File: config.mk
export PLATFORM = sky130hd
export DESIGN_NAME = uart_arbiter_flat
export DESIGN_NICKNAME = d
export VERILOG_FILES = /design/src/rtl/uart_arbiter_if.sv /design/src/rtl/uart_arbiter.sv /design/src/flat_wrapper.sv
export SDC_FILE = /design/constraint.sdc
export NUM_CORES = 1
export LEC_CHECK = 0
export ABC_AREA = 0
export CAP_MARGIN = 30
export CORE_ASPECT_RATIO = 0.6
export CORE_MARGIN = 3
export CORE_UTILIZATION = 41
export CTS_CLUSTER_DIAMETER = 60
export DETAILED_ROUTE_END_ITERATION = 7
export PLACE_DENSITY_LB_ADDON = 0.12
export SKIP_CTS_REPAIR_TIMING = 1
export SYNTH_ARGS = -nofsm -noshare
export SYNTH_HDL_FRONTEND = slang
export SYNTH_SLANG_ARGS = --single-unit
File: constraint.sdc
create_clock -name clk -period 2.7 [get_ports clk]
set_input_delay 0.81 -clock clk [delete_from_list [all_inputs] [get_ports clk]]
set_output_delay 0.81 -clock clk [all_outputs]
set_load 0.02 [all_outputs]
File: src/rtl/uart_arbiter_if.sv
// ---------------------------------------------------------------------------
// uart_arbiter_if
//
// Bundles the two signal groups of the UART arbiter:
//   - per-thread request side (thr_*): requests from the core's hardware
//     threads and the completion/return path back to them;
//   - MMIO side (mmio_*): a simple req/ack register bus to the UART slave.
//
// Modports:
//   master : the arbiter's view (takes thread requests, masters the MMIO bus)
//   slave  : the environment's view (threads + UART register slave)
//
// Signals:
//   thr_req    [NUM_THREADS]   per-thread request, held until thr_done
//   thr_op     [NUM_THREADS]   0 = read byte, 1 = write byte
//   thr_wdata  [8*NUM_THREADS] write byte of thread i at [8i+7:8i]
//   thr_done   [NUM_THREADS]   one-hot, one-cycle completion pulse
//   thr_rdata  [8]             read byte, valid with thr_done
//   thr_err    [1]             timeout flag, valid with thr_done
//   mmio_req / mmio_we / mmio_addr[2] / mmio_wdata[8]  access request
//   mmio_rdata[8] / mmio_ack   access response
// ---------------------------------------------------------------------------
interface uart_arbiter_if #(
    parameter int NUM_THREADS = 4
);
    logic [NUM_THREADS-1:0]   thr_req;
    logic [NUM_THREADS-1:0]   thr_op;
    logic [8*NUM_THREADS-1:0] thr_wdata;
    logic [NUM_THREADS-1:0]   thr_done;
    logic [7:0]               thr_rdata;
    logic                     thr_err;

    logic                     mmio_req;
    logic                     mmio_we;
    logic [1:0]               mmio_addr;
    logic [7:0]               mmio_wdata;
    logic [7:0]               mmio_rdata;
    logic                     mmio_ack;

    modport master (
        input  thr_req, thr_op, thr_wdata, mmio_rdata, mmio_ack,
        output thr_done, thr_rdata, thr_err,
               mmio_req, mmio_we, mmio_addr, mmio_wdata
    );

    modport slave (
        output thr_req, thr_op, thr_wdata, mmio_rdata, mmio_ack,
        input  thr_done, thr_rdata, thr_err,
               mmio_req, mmio_we, mmio_addr, mmio_wdata
    );
endinterface

File: src/rtl/uart_arbiter.sv
// ---------------------------------------------------------------------------
// uart_arbiter
//
// Shares the single memory-mapped host UART among NUM_THREADS hardware
// threads. One thread is granted at a time in round-robin order and the
// arbiter then runs the full flag handshake on the UART byte registers:
//   read : poll rd-valid (0x01) until bit0 = 1, read rd data (0x00),
//          write 0x00 to rd-valid;
//   write: poll wr-to-host (0x03) until bit0 = 0, write wr data (0x02),
//          write 0x01 to wr-to-host.
//
// Ports:
//   clk  : clock
//   rst  : synchronous active-high reset
//   bus  : uart_arbiter_if.master (thread request side + MMIO master side)
//
// Parameters:
//   NUM_THREADS : number of requesting threads (2..8)
//   POLL_LIMIT  : polls per operation before timeout (timeout build only)
//
// Build option:
//   UART_ARB_TIMEOUT_EN : when defined, a flag poll that is still not ready
//   on poll number POLL_LIMIT ends the operation with thr_err = 1 and
//   thr_rdata = 0. When undefined, polling continues indefinitely and
//   thr_err stays 0.
// ---------------------------------------------------------------------------
module uart_arbiter #(
    parameter int NUM_THREADS = 4,
    parameter int POLL_LIMIT  = 255
) (
    input  logic           clk,
    input  logic           rst,
    uart_arbiter_if.master bus
);

    localparam int IDX_W = (NUM_THREADS > 1) ? $clog2(NUM_THREADS) : 1;

    localparam logic [1:0] ADDR_RD_DATA    = 2'd0;
    localparam logic [1:0] ADDR_RD_VALID   = 2'd1;
    localparam logic [1:0] ADDR_WR_DATA    = 2'd2;
    localparam logic [1:0] ADDR_WR_TO_HOST = 2'd3;

    localparam logic [7:0] POLL_LAST = 8'(POLL_LIMIT - 1);

`ifdef UART_ARB_TIMEOUT_EN
    localparam bit TIMEOUT_EN = 1'b1;
`else
    localparam bit TIMEOUT_EN = 1'b0;
`endif

    typedef enum logic [2:0] {
        IDLE    = 3'd0,
        RD_POLL = 3'd1,
        RD_DATA = 3'd2,
        RD_CLR  = 3'd3,
        WR_POLL = 3'd4,
        WR_DATA = 3'd5,
        WR_SET  = 3'd6,
        DONE    = 3'd7
    } state_t;

    state_t                 state;
    logic [IDX_W-1:0]       rr_ptr;
    logic [IDX_W-1:0]       win_idx;
    logic                   win_op;
    logic [7:0]             win_wdata;
    logic [7:0]             rd_byte;
    logic [7:0]             poll_cnt;

    logic                   mmio_req_r;
    logic                   mmio_we_r;
    logic [1:0]             mmio_addr_r;
    logic [7:0]             mmio_wdata_r;

    logic [NUM_THREADS-1:0] done_r;
    logic [7:0]             rdata_r;
    logic                   err_r;

    logic [IDX_W-1:0]       pick_idx;
    logic                   poll_timeout;
    logic                   acc_we;
    logic [1:0]             acc_addr;
    logic [7:0]             acc_wdata;

    // First requesting thread at or after ptr, wrapping modulo NUM_THREADS.
    // Scanning from the far end lets the closest candidate overwrite.
    function automatic logic [IDX_W-1:0] rr_pick(
        input logic [NUM_THREADS-1:0] req,
        input logic [IDX_W-1:0]       ptr
    );
        logic [IDX_W-1:0] pick;
        int               idx;
        pick = ptr;
        for (int k = NUM_THREADS - 1; k >= 0; k--) begin
            idx = (int'(ptr) + k) % NUM_THREADS;
            if (req[IDX_W'(idx)]) begin
                pick = IDX_W'(idx);
            end
        end
        return pick;
    endfunction

    function automatic logic [IDX_W-1:0] next_idx(input logic [IDX_W-1:0] i);
        return IDX_W'((int'(i) + 1) % NUM_THREADS);
    endfunction

    function automatic logic [7:0] byte_of(
        input logic [8*NUM_THREADS-1:0] v,
        input logic [IDX_W-1:0]         i
    );
        logic [7:0] b;
        b = 8'h00;
        for (int t = 0; t < NUM_THREADS; t++) begin
            if (IDX_W'(t) == i) begin
                b = v[8*t +: 8];
            end
        end
        return b;
    endfunction

    function automatic logic [NUM_THREADS-1:0] onehot(input logic [IDX_W-1:0] i);
        return NUM_THREADS'(1) << i;
    endfunction

    // Poll counter saturates instead of wrapping.
    function automatic logic [7:0] sat_inc(input logic [7:0] c);
        return (c == 8'hFF) ? c : c + 8'd1;
    endfunction

    assign pick_idx     = rr_pick(bus.thr_req, rr_ptr);
    assign poll_timeout = TIMEOUT_EN && (poll_cnt == POLL_LAST);

    // Register access that belongs to each handshake step.
    always_comb begin
        acc_we    = 1'b0;
        acc_addr  = ADDR_RD_VALID;
        acc_wdata = 8'h00;
        case (state)
            RD_POLL: begin
                acc_addr = ADDR_RD_VALID;
            end
            RD_DATA: begin
                acc_addr = ADDR_RD_DATA;
            end
            RD_CLR: begin
                acc_we    = 1'b1;
                acc_addr  = ADDR_RD_VALID;
                acc_wdata = 8'h00;
            end
            WR_POLL: begin
                acc_addr = ADDR_WR_TO_HOST;
            end
            WR_DATA: begin
                acc_we    = 1'b1;
                acc_addr  = ADDR_WR_DATA;
                acc_wdata = win_wdata;
            end
            WR_SET: begin
                acc_we    = 1'b1;
                acc_addr  = ADDR_WR_TO_HOST;
                acc_wdata = 8'h01;
            end
            default: begin
            end
        endcase
    end

    always_ff @(posedge clk) begin
        if (rst) begin
            state        <= IDLE;
            rr_ptr       <= '0;
            win_idx      <= '0;
            win_op       <= 1'b0;
            win_wdata    <= 8'h00;
            rd_byte      <= 8'h00;
            poll_cnt     <= 8'h00;
            mmio_req_r   <= 1'b0;
            mmio_we_r    <= 1'b0;
            mmio_addr_r  <= 2'd0;
            mmio_wdata_r <= 8'h00;
            done_r       <= '0;
            rdata_r      <= 8'h00;
            err_r        <= 1'b0;
        end else begin
            done_r <= '0;
            case (state)
                IDLE: begin
                    if (|bus.thr_req) begin
                        win_idx   <= pick_idx;
                        win_op    <= bus.thr_op[pick_idx];
                        win_wdata <= byte_of(bus.thr_wdata, pick_idx);
                        rr_ptr    <= next_idx(pick_idx);
                        state     <= bus.thr_op[pick_idx] ? WR_POLL : RD_POLL;
                    end
                end

                // thr_done/rdata/err were loaded on entry, so they are
                // visible exactly for this one cycle.
                DONE: begin
                    rdata_r  <= 8'h00;
                    err_r    <= 1'b0;
                    poll_cnt <= 8'h00;
                    state    <= IDLE;
                end

                default: begin
                    // Request is low for at least one cycle between accesses:
                    // it drops at the ack edge and is re-raised one edge later.
                    if (!mmio_req_r) begin
                        mmio_req_r   <= 1'b1;
                        mmio_we_r    <= acc_we;
                        mmio_addr_r  <= acc_addr;
                        mmio_wdata_r <= acc_wdata;
                    end else if (bus.mmio_ack) begin
                        mmio_req_r <= 1'b0;
                        case (state)
                            RD_POLL: begin
                                if (bus.mmio_rdata[0]) begin
                                    state <= RD_DATA;
                                end else if (poll_timeout) begin
                                    done_r  <= onehot(win_idx);
                                    rdata_r <= 8'h00;
                                    err_r   <= 1'b1;
                                    state   <= DONE;
                                end else begin
                                    poll_cnt <= sat_inc(poll_cnt);
                                end
                            end
                            RD_DATA: begin
                                rd_byte <= bus.mmio_rdata;
                                state   <= RD_CLR;
                            end
                            WR_POLL: begin
                                if (!bus.mmio_rdata[0]) begin
                                    state <= WR_DATA;
                                end else if (poll_timeout) begin
                                    done_r  <= onehot(win_idx);
                                    rdata_r <= 8'h00;
                                    err_r   <= 1'b1;
                                    state   <= DONE;
                                end else begin
                                    poll_cnt <= sat_inc(poll_cnt);
                                end
                            end
                            WR_DATA: begin
                                state <= WR_SET;
                            end
                            RD_CLR, WR_SET: begin
                                done_r  <= onehot(win_idx);
                                rdata_r <= win_op ? 8'h00 : rd_byte;
                                err_r   <= 1'b0;
                                state   <= DONE;
                            end
                            default: begin
                                state <= IDLE;
                            end
                        endcase
                    end
                end
            endcase
        end
    end

    assign bus.mmio_req   = mmio_req_r;
    assign bus.mmio_we    = mmio_we_r;
    assign bus.mmio_addr  = mmio_addr_r;
    assign bus.mmio_wdata = mmio_wdata_r;
    assign bus.thr_done   = done_r;
    assign bus.thr_rdata  = rdata_r;
    assign bus.thr_err    = err_r;

endmodule

File: src/flat_wrapper.sv
// flat-port wrapper written by rule: the top's interface ports become plain ports
module uart_arbiter_flat 
#(
    parameter int NUM_THREADS = 4,
    parameter int POLL_LIMIT  = 255
)
  (clk, rst, bus_thr_req, bus_thr_op, bus_thr_wdata, bus_mmio_rdata, bus_mmio_ack, bus_thr_done, bus_thr_rdata, bus_thr_err, bus_mmio_req, bus_mmio_we, bus_mmio_addr, bus_mmio_wdata);
  uart_arbiter_if #(.NUM_THREADS(NUM_THREADS)) bus_i ();
  input  logic clk;
  input  logic rst;
  input wire logic [$bits(bus_i.thr_req)-1:0] bus_thr_req;
  input wire logic [$bits(bus_i.thr_op)-1:0] bus_thr_op;
  input wire logic [$bits(bus_i.thr_wdata)-1:0] bus_thr_wdata;
  input wire logic [$bits(bus_i.mmio_rdata)-1:0] bus_mmio_rdata;
  input wire logic [$bits(bus_i.mmio_ack)-1:0] bus_mmio_ack;
  output wire logic [$bits(bus_i.thr_done)-1:0] bus_thr_done;
  output wire logic [$bits(bus_i.thr_rdata)-1:0] bus_thr_rdata;
  output wire logic [$bits(bus_i.thr_err)-1:0] bus_thr_err;
  output wire logic [$bits(bus_i.mmio_req)-1:0] bus_mmio_req;
  output wire logic [$bits(bus_i.mmio_we)-1:0] bus_mmio_we;
  output wire logic [$bits(bus_i.mmio_addr)-1:0] bus_mmio_addr;
  output wire logic [$bits(bus_i.mmio_wdata)-1:0] bus_mmio_wdata;
  assign bus_i.thr_req = bus_thr_req;
  assign bus_i.thr_op = bus_thr_op;
  assign bus_i.thr_wdata = bus_thr_wdata;
  assign bus_i.mmio_rdata = bus_mmio_rdata;
  assign bus_i.mmio_ack = bus_mmio_ack;
  assign bus_thr_done = bus_i.thr_done;
  assign bus_thr_rdata = bus_i.thr_rdata;
  assign bus_thr_err = bus_i.thr_err;
  assign bus_mmio_req = bus_i.mmio_req;
  assign bus_mmio_we = bus_i.mmio_we;
  assign bus_mmio_addr = bus_i.mmio_addr;
  assign bus_mmio_wdata = bus_i.mmio_wdata;
  uart_arbiter #(.NUM_THREADS(NUM_THREADS), .POLL_LIMIT(POLL_LIMIT)) u_core (.clk(clk), .rst(rst), .bus(bus_i));
endmodule
==> flow_summary.toml, run 1 <==
[routing]
antenna_violating_nets_post_route = 0
firstDrtPassIters = 4
via_per_inst = 5.38
drt_first_iter_violations = 70
totalWireLength_mm = 6.10
routed_wire_length_per_instance_um = 14.5
routed-via-count = 2267
drc = 0

[global_route]
grt_overflow = 0
antenna_found_initial = 0
grt_pass1_vias = 2082
grt_use_total = 0.183
grt_max_degree = 38
grt_first_pass_wirelength_mm = 9.77

[place]
globalplace.congestion = 0.791
placement.cell_area_um2 = 3150
place_worst_setup_slack_ns = -0.584
numPlacedInstances = 411
hpwlAfterDp_mm = 4.42
port_buffers = 74

[setup_path]
critical_path.endpoint = "u_core.win_wdata[6]"
setup_cp_type = "primary input to register"
cpLargestDelayFamily = "compound AO/OA/AOI/OAI gates"
crit-reg2reg-launch = "u_core.rr_ptr[0]"
critical_path_cell_count = 13
critical_path.max_stage_delay_ns = 0.29
crit_chain = "dlymetal6s2s_1, nor2_1, a211o_1, o211a_1, buf_4, ha_4, buf_6, nand3b_1, a21oi_2, a21oi_1, o211ai_1, o21ai_1, nor2_1"
critical-path-top-cell-by-count = "sky130_fd_sc_hd__nor2_1"
regToRegEndpoint = "u_core.win_wdata[6]"
critical_path_required_ns = 2.94
critical_path.max_fanout = 9
setup.worst_path.start_class = "primary input"
regToRegSetupSlack_ns = 0.63
reg2regPathDepth = 12
end_kind = "register"
worst-endpoint-arrival_ns = 2.69
cp-startpoint = "bus_thr_req[2]"
timing.critical_path.slowest_stage_cell = "sky130_fd_sc_hd__a211o_1"
worstPathBufferInverterCount = 3

[timing]
tightestPinTransition_ns = 0.664
max_slew_headroom_at_the_worst_pin = 0.557
hold_viol = 0
final_min_period_over_clock_period = 0.908
finClkSkew_ns = 0.00614
setup_violations = 0
timing_max_transition_violations_final = 0
final.setup.worst_slack_ns = 0.249
achievable-frequency_mhz = 408
finalSetupTns_ns = 0
layout_min_cycle_time_ns = 2.45
rsz_0062_raised_after_global_routing = "false"

[cells_and_area]
synthToLayoutAreaGrowth_pct = 46.1
count_of_non_filler_cells_in_the_finished_layout = 421
num_antenna_cells = 0
layout.cell_area.non_filler_um2 = 3380
fillCellCount = 473
fin_nets = 410
post_route_cells_drive_above_1_share = 0.124

[floorplan]
die_h_um = 64.2
row_count = 20
die_ar_um2 = 6610
core_area_um2 = 5260
top_level_ports = 76
die-width_um = 103
starting_density = 0.440

[run_status]
outcome = "finished clean"

[clocking]
clock_tree.root_cell = "sky130_fd_sc_hd__clkbuf_8"
clockBufferDepth = 2
clock_tree.htree_level_count = 2
clkLatencyLatePin_ns = 0.30
clk_transition_reported_paths_ns = 0.08
clock_sink_count = 48
cts_buffers = 5
cts_tree = "built"

[synth]
mappedNetlistNets = 331
syn-cell-area_um2 = 2310
synthesis.area_per_instance_um2 = 8.38
synthesis.instances = 276
synth-edff-count = 0
postSynth.asyncResetShare = 0
share_of_the_synthesized_area_in_the_top_cell_type = 0.415
ys_types = 47
yosys_most_used_dff = "sky130_fd_sc_hd__dfxtp_1"
post-synth-top-area-cell = "sky130_fd_sc_hd__dfxtp_1"
synthesis.yosys.warnings = 0
synth_most_common_cell = "sky130_fd_sc_hd__dfxtp_1"
synthTopCellsByCount = "sky130_fd_sc_hd__dfxtp_1 (48), sky130_fd_sc_hd__nor2_1 (45), sky130_fd_sc_hd__a21oi_1 (25), sky130_fd_sc_hd__nand2_1 (17)"
ys_seq_elements = 48
yosysSeqAreaShare = 0.415
netlist_top_cells_area = "sky130_fd_sc_hd__dfxtp_1 (42%), sky130_fd_sc_hd__nor2_1 (7.3%), sky130_fd_sc_hd__mux2i_1 (6.1%)"

[power]
power.share.switching = 0.381
static-leakage-power_nw = 1.29
pwr_density_cell_nw_per_um2 = 924
p_comb_frac = 0.476
p_int_mw = 1.93
power.sequential.fraction = 0.334
post-layout-total-power_mw = 3.12
p_sw_mw = 1.19
share_of_total_power_in_the_clock_network = 0.190
ir_drop_v = 0.000588

[flow_run]
maxCapViolations = 0

[min_path]
hold_path_class = "register to register"
[power by group through the flow]
stage               Combinational [mW]  Sequential [mW]  Clock (mW)
floorplan                         1.00             1.01           0
global placement                  1.33             1.05           0
detailed placement                1.36             1.05           0
CTS                               1.37             1.04       0.613
global route                      1.66             1.07       0.634
finish                            1.49             1.04       0.594
[state kept, by name, indices dropped and copies added, names as in the netlist]
register and flops:
u_core.win_idx 2, u_core.state 3, u_core.bus.mmio_we 1, u_core.bus.mmio_wdata 8, u_core.rr_ptr 2, u_core.bus.thr_done 4
u_core.bus.mmio_req 1, u_core.win_op 1, u_core.win_wdata 8, u_core.bus.mmio_addr 2, u_core.rd_byte 8, u_core.bus.thr_rdata 8
[kinds of logic after synthesis]
group	synth area share
multiplexers	0.0654
AO/OA/AOI/OAI	0.225
buffers and inverters	0.0498
other	0.00162
adder cells (fa/ha/maj)	0.0216
XOR/XNOR	0.00379
AND/OR/NAND/NOR	0.217
flip-flops	0.415
[layout make-up]
| cell class | count | area, µm² | area share |
|---|---|---|---|
| inverter | 5 | 18.8 | 0.00555 |
| clock buffer | 5 | 68.8 | 0.0204 |
| sequential | 48 | 961 | 0.284 |
| tap | 66 | 82.6 | 0.0244 |
| timing repair buffer | 92 | 888 | 0.263 |
| multi-input combinational | 203 | 1300 | 0.385 |
| clock inverter | 2 | 60.1 | 0.0178 |
[cells in the final DEF (no fill, tap or decap), types with 2 or more instances in the layout]
master                            netlist  routed
sky130_fd_sc_hd__nor3_1                 9       9
sky130_fd_sc_hd__nand3b_1               2       2
sky130_fd_sc_hd__o22ai_1                2       2
sky130_fd_sc_hd__dlymetal6s2s_1         0       4
sky130_fd_sc_hd__nand2b_1               2       2
sky130_fd_sc_hd__a22oi_1                9       9
sky130_fd_sc_hd__bufinv_16              0       2
sky130_fd_sc_hd__buf_4                  3      16
sky130_fd_sc_hd__and2_1                 2       2
sky130_fd_sc_hd__nand2_1               17      17
sky130_fd_sc_hd__nor2_1                45      45
sky130_fd_sc_hd__buf_6                  1       2
sky130_fd_sc_hd__a21oi_1               25      24
sky130_fd_sc_hd__a221oi_2               0       2
sky130_fd_sc_hd__nand3_1                9       9
sky130_fd_sc_hd__clkdlybuf4s50_1        0      69
sky130_fd_sc_hd__a211oi_1               9       8
sky130_fd_sc_hd__inv_1                  5       4
sky130_fd_sc_hd__a211oi_2               1       2
sky130_fd_sc_hd__a221oi_1               7       5
sky130_fd_sc_hd__a21o_1                 2       2
sky130_fd_sc_hd__clkbuf_8               0       5
sky130_fd_sc_hd__ha_4                   0       2
sky130_fd_sc_hd__o21ai_0               10       9
sky130_fd_sc_hd__mux2i_1               14      14
sky130_fd_sc_hd__dfxtp_1               48      48
sky130_fd_sc_hd__nor2b_1               11       9
[through the flow]
| step | hold slack [ns] | util |
|---|---|---|
| after floorplan | 0.428 | - |
| after global placement | 0.439 | 0.599 |
| after detailed placement | 0.449 | 0.599 |
| after CTS | 0.456 | 0.624 |
| after global routing | 0.489 | 0.643 |
| final | 0.457 | 0.643 |
[metal layers]
layer  wire (µm)  GRT usage  vias to the layer above
met1        2940      0.271                     1060
met2        2720      0.272                       63
met4          36     0.0388                        0
met3         398     0.0360                        5
met5           0          0                        -
li1            -          -                     1139
[worst min-delay path: cells and delay by family, from the launching register on]
| family | cells | cell delay, ns |
|---|---|---|
| AO/OA/AOI/OAI | 1 | 0.05 |
| flip-flops | 1 | 0.32 |
| AND/OR/NAND/NOR | 1 | 0.05 |
[how the worst min path moves through the flow]
| stage | endpoint | slack [ns] | from | cells past startpoint |
|---|---|---|---|---|
| 3_3_place_gp | u_core.bus.mmio_wdata[7] | 0.44 | u_core.bus.mmio_wdata[7] | 2 |
| 5_1_grt | u_core.bus.mmio_wdata[1] | 0.49 | u_core.bus.mmio_wdata[1] | 2 |
| 6_report | u_core.bus.mmio_wdata[6] | 0.46 | u_core.bus.mmio_wdata[6] | 2 |
| 4_1_cts | u_core.bus.mmio_wdata[6] | 0.46 | u_core.bus.mmio_wdata[6] | 2 |
| 3_5_place_dp | u_core.bus.mmio_wdata[6] | 0.45 | u_core.bus.mmio_wdata[6] | 2 |
| 2_1_floorplan | u_core.bus.thr_done[1] | 0.43 | u_core.win_idx[1] | 1 |
Note: power is estimated with default switching activity, not from simulation.
==> inputs of run 2 (changes only) <==
Settings changed: CORE_UTILIZATION 41 to 35, TNS_END_PERCENT set to 50.
==> run 2 against run 1 <==
Effect of this change: worst hold slack got worse by 0.0058 ns; maximum frequency decreased by 0.91%; utilization decreased by 11 points; via count decreased by 4.8%; wire length decreased by 6.6%; critical path depth increased by 1; first-iteration DRC count increased by 57%; clock skew decreased by 0.0018 ns; power decreased by 2.8%; highest routed layer unchanged; largest power group unchanged.
==> flow_summary.toml, run 2 (synthesized netlist as in run 1, its figures left out) <==
[run_status]
outcome = "finished clean"

[power]
p_sw_mw = 1.14
ir_drop_v = 0.000738
share_of_total_power_in_the_clock_network = 0.193
post-layout-total-power_mw = 3.04
power.sequential.fraction = 0.342
static-leakage-power_nw = 1.28
p_int_mw = 1.90
pwr_density_cell_nw_per_um2 = 903
power.share.switching = 0.375
p_comb_frac = 0.464

[setup_path]
timing.critical_path.slowest_stage_cell = "sky130_fd_sc_hd__ha_1"
regToRegSetupSlack_ns = 0.58
setup_cp_type = "primary input to register"
setup.worst_path.start_class = "primary input"
worst-endpoint-arrival_ns = 2.70
cpLargestDelayFamily = "compound AO/OA/AOI/OAI gates"
critical_path.max_stage_delay_ns = 0.23
end_kind = "register"
critical_path_required_ns = 2.93
crit_chain = "dlymetal6s2s_1, buf_4, nand3b_1, o31ai_1, o31ai_4, inv_1, ha_1, buf_4, nand3b_1, a21oi_1, a21oi_1, o211ai_1, o21ai_0, nor2_1"
worstPathBufferInverterCount = 4
critical_path.max_fanout = 9

[global_route]
grt_pass1_vias = 2029
antenna_found_initial = 0
grt_max_degree = 31
grt_first_pass_wirelength_mm = 9.63
grt_use_total = 0.152
grt_overflow = 0

[cells_and_area]
fillCellCount = 624
regArea_um2 = 961
final_cell_mix = "sky130_fd_sc_hd__clkdlybuf4s50_1 (69), sky130_fd_sc_hd__dfxtp_1 (48), sky130_fd_sc_hd__nor2_1 (45), sky130_fd_sc_hd__a21oi_1 (25), sky130_fd_sc_hd__nand2_1 (17)"
post_route_cells_drive_above_1_share = 0.105
num_antenna_cells = 0
synthToLayoutAreaGrowth_pct = 45.3
fin_nets = 407
area_taken_by_multi_input_logic_gates_um2 = 1280
final_core_utilization = 0.538
most_common_library_cell_in_the_layout_ignoring_fill_and_taps = "sky130_fd_sc_hd__clkdlybuf4s50_1"

[clocking]
cts_tree = "built"
clock_sink_count = 48
clock_tree.root_cell = "sky130_fd_sc_hd__clkbuf_8"
clockBufferDepth = 2
cts_buffers = 5
clkLatencyLatePin_ns = 0.29
clock_tree.htree_level_count = 2
clk_transition_reported_paths_ns = 0.08

[timing]
final_min_period_over_clock_period = 0.916
achievable-frequency_mhz = 404
layout_min_cycle_time_ns = 2.47
hold_viol = 0
tightestPinTransition_ns = 0.681
max_slew_headroom_at_the_worst_pin = 0.545
finClkSkew_ns = 0.00433
final.setup.worst_slack_ns = 0.226
timing_max_transition_violations_final = 0
rsz_0062_raised_after_global_routing = "false"
setup_violations = 0

[floorplan]
core_area_um2 = 6250
die_h_um = 69.0
starting_density = 0.370
row_count = 22
top_level_ports = 76
die-width_um = 111
die_ar_um2 = 7650

[place]
place_worst_setup_slack_ns = -0.620
port_buffers = 74
globalplace.congestion = 0.775
hpwlAfterDp_mm = 4.33

[routing]
antenna_violating_nets_post_route = 0
routed_wire_length_per_instance_um = 13.1
dr_wl_met3_um = 307
met2_wirelength_mm = 2.36
routed-via-count = 2158
firstDrtPassIters = 4
met1Wirelength_mm = 3.02
drt_first_iter_violations = 110
top_signal_layer_used = "met4"
totalWireLength_mm = 5.70
via_per_inst = 4.95
drc = 0

[flow_run]
maxCapViolations = 0

[min_path]
hold_path_class = "register to register"
==> run 2: cell types whose count changed in the layout (fill, tap and decap cells not counted), sizes merged <==
| cell | change |
|---|---|
| buf | -3 |
==> run 2: through the flow <==
step	area, µm²	hold slack (ns)	setup TNS (ns)	instances
floorplan	2310	0.428	0	276
global placement	3180	0.439	-3.94	428
detailed placement	3180	0.445	-4.68	428
CTS	3300	0.456	-2.08	435
global route	3360	0.482	0	436
finish	3360	0.451	0	436
==> run 2: final cells by class <==
type | instances | share of cell area
Timing Repair Buffer | 89 | 0.259
Sequential cell | 48 | 0.286
Multi-Input combinational cell | 203 | 0.380
Tap cell | 84 | 0.0313
Clock buffer | 5 | 0.0205
Clock inverter | 2 | 0.0179
Inverter | 5 | 0.00558
==> run 2: power groups by stage <==
| stage | clock network [mW] | logic (mW) | registers (mW) |
|---|---|---|---|
| final | 0.587 | 1.41 | 1.04 |
| after global routing | 0.640 | 1.59 | 1.07 |
| after CTS | 0.609 | 1.36 | 1.04 |
| after detailed placement | 0 | 1.36 | 1.05 |
| after global placement | 0 | 1.34 | 1.05 |
| after floorplan | 0 | 1.00 | 1.01 |
==> run 2: layer usage <==
metal | vias to the layer above | global-route usage
met1 | 978 | 0.220
met4 | 0 | 0.0184
li1 | 1127 | -
met3 | 2 | 0.0357
met2 | 51 | 0.240
met5 | - | 0
==> run 2: path summary, 6_finish.rpt <==
kind,startpoint,to,depth (start not counted)
worst max-delay path,bus_thr_req[0],u_core.win_wdata[6],14
worst min-delay path,u_core.bus.mmio_wdata[5],u_core.bus.mmio_wdata[5],2
worst max register to register,u_core.rr_ptr[0],u_core.win_wdata[6],12
worst min register to register,u_core.bus.mmio_wdata[5],u_core.bus.mmio_wdata[5],2
==> run 2: worst min-delay path, cell delays in order (launching register included) <==
cell	delay [ns]
sky130_fd_sc_hd__dfxtp_1	0.32
sky130_fd_sc_hd__nand2_1	0.05
sky130_fd_sc_hd__a21oi_1	0.05
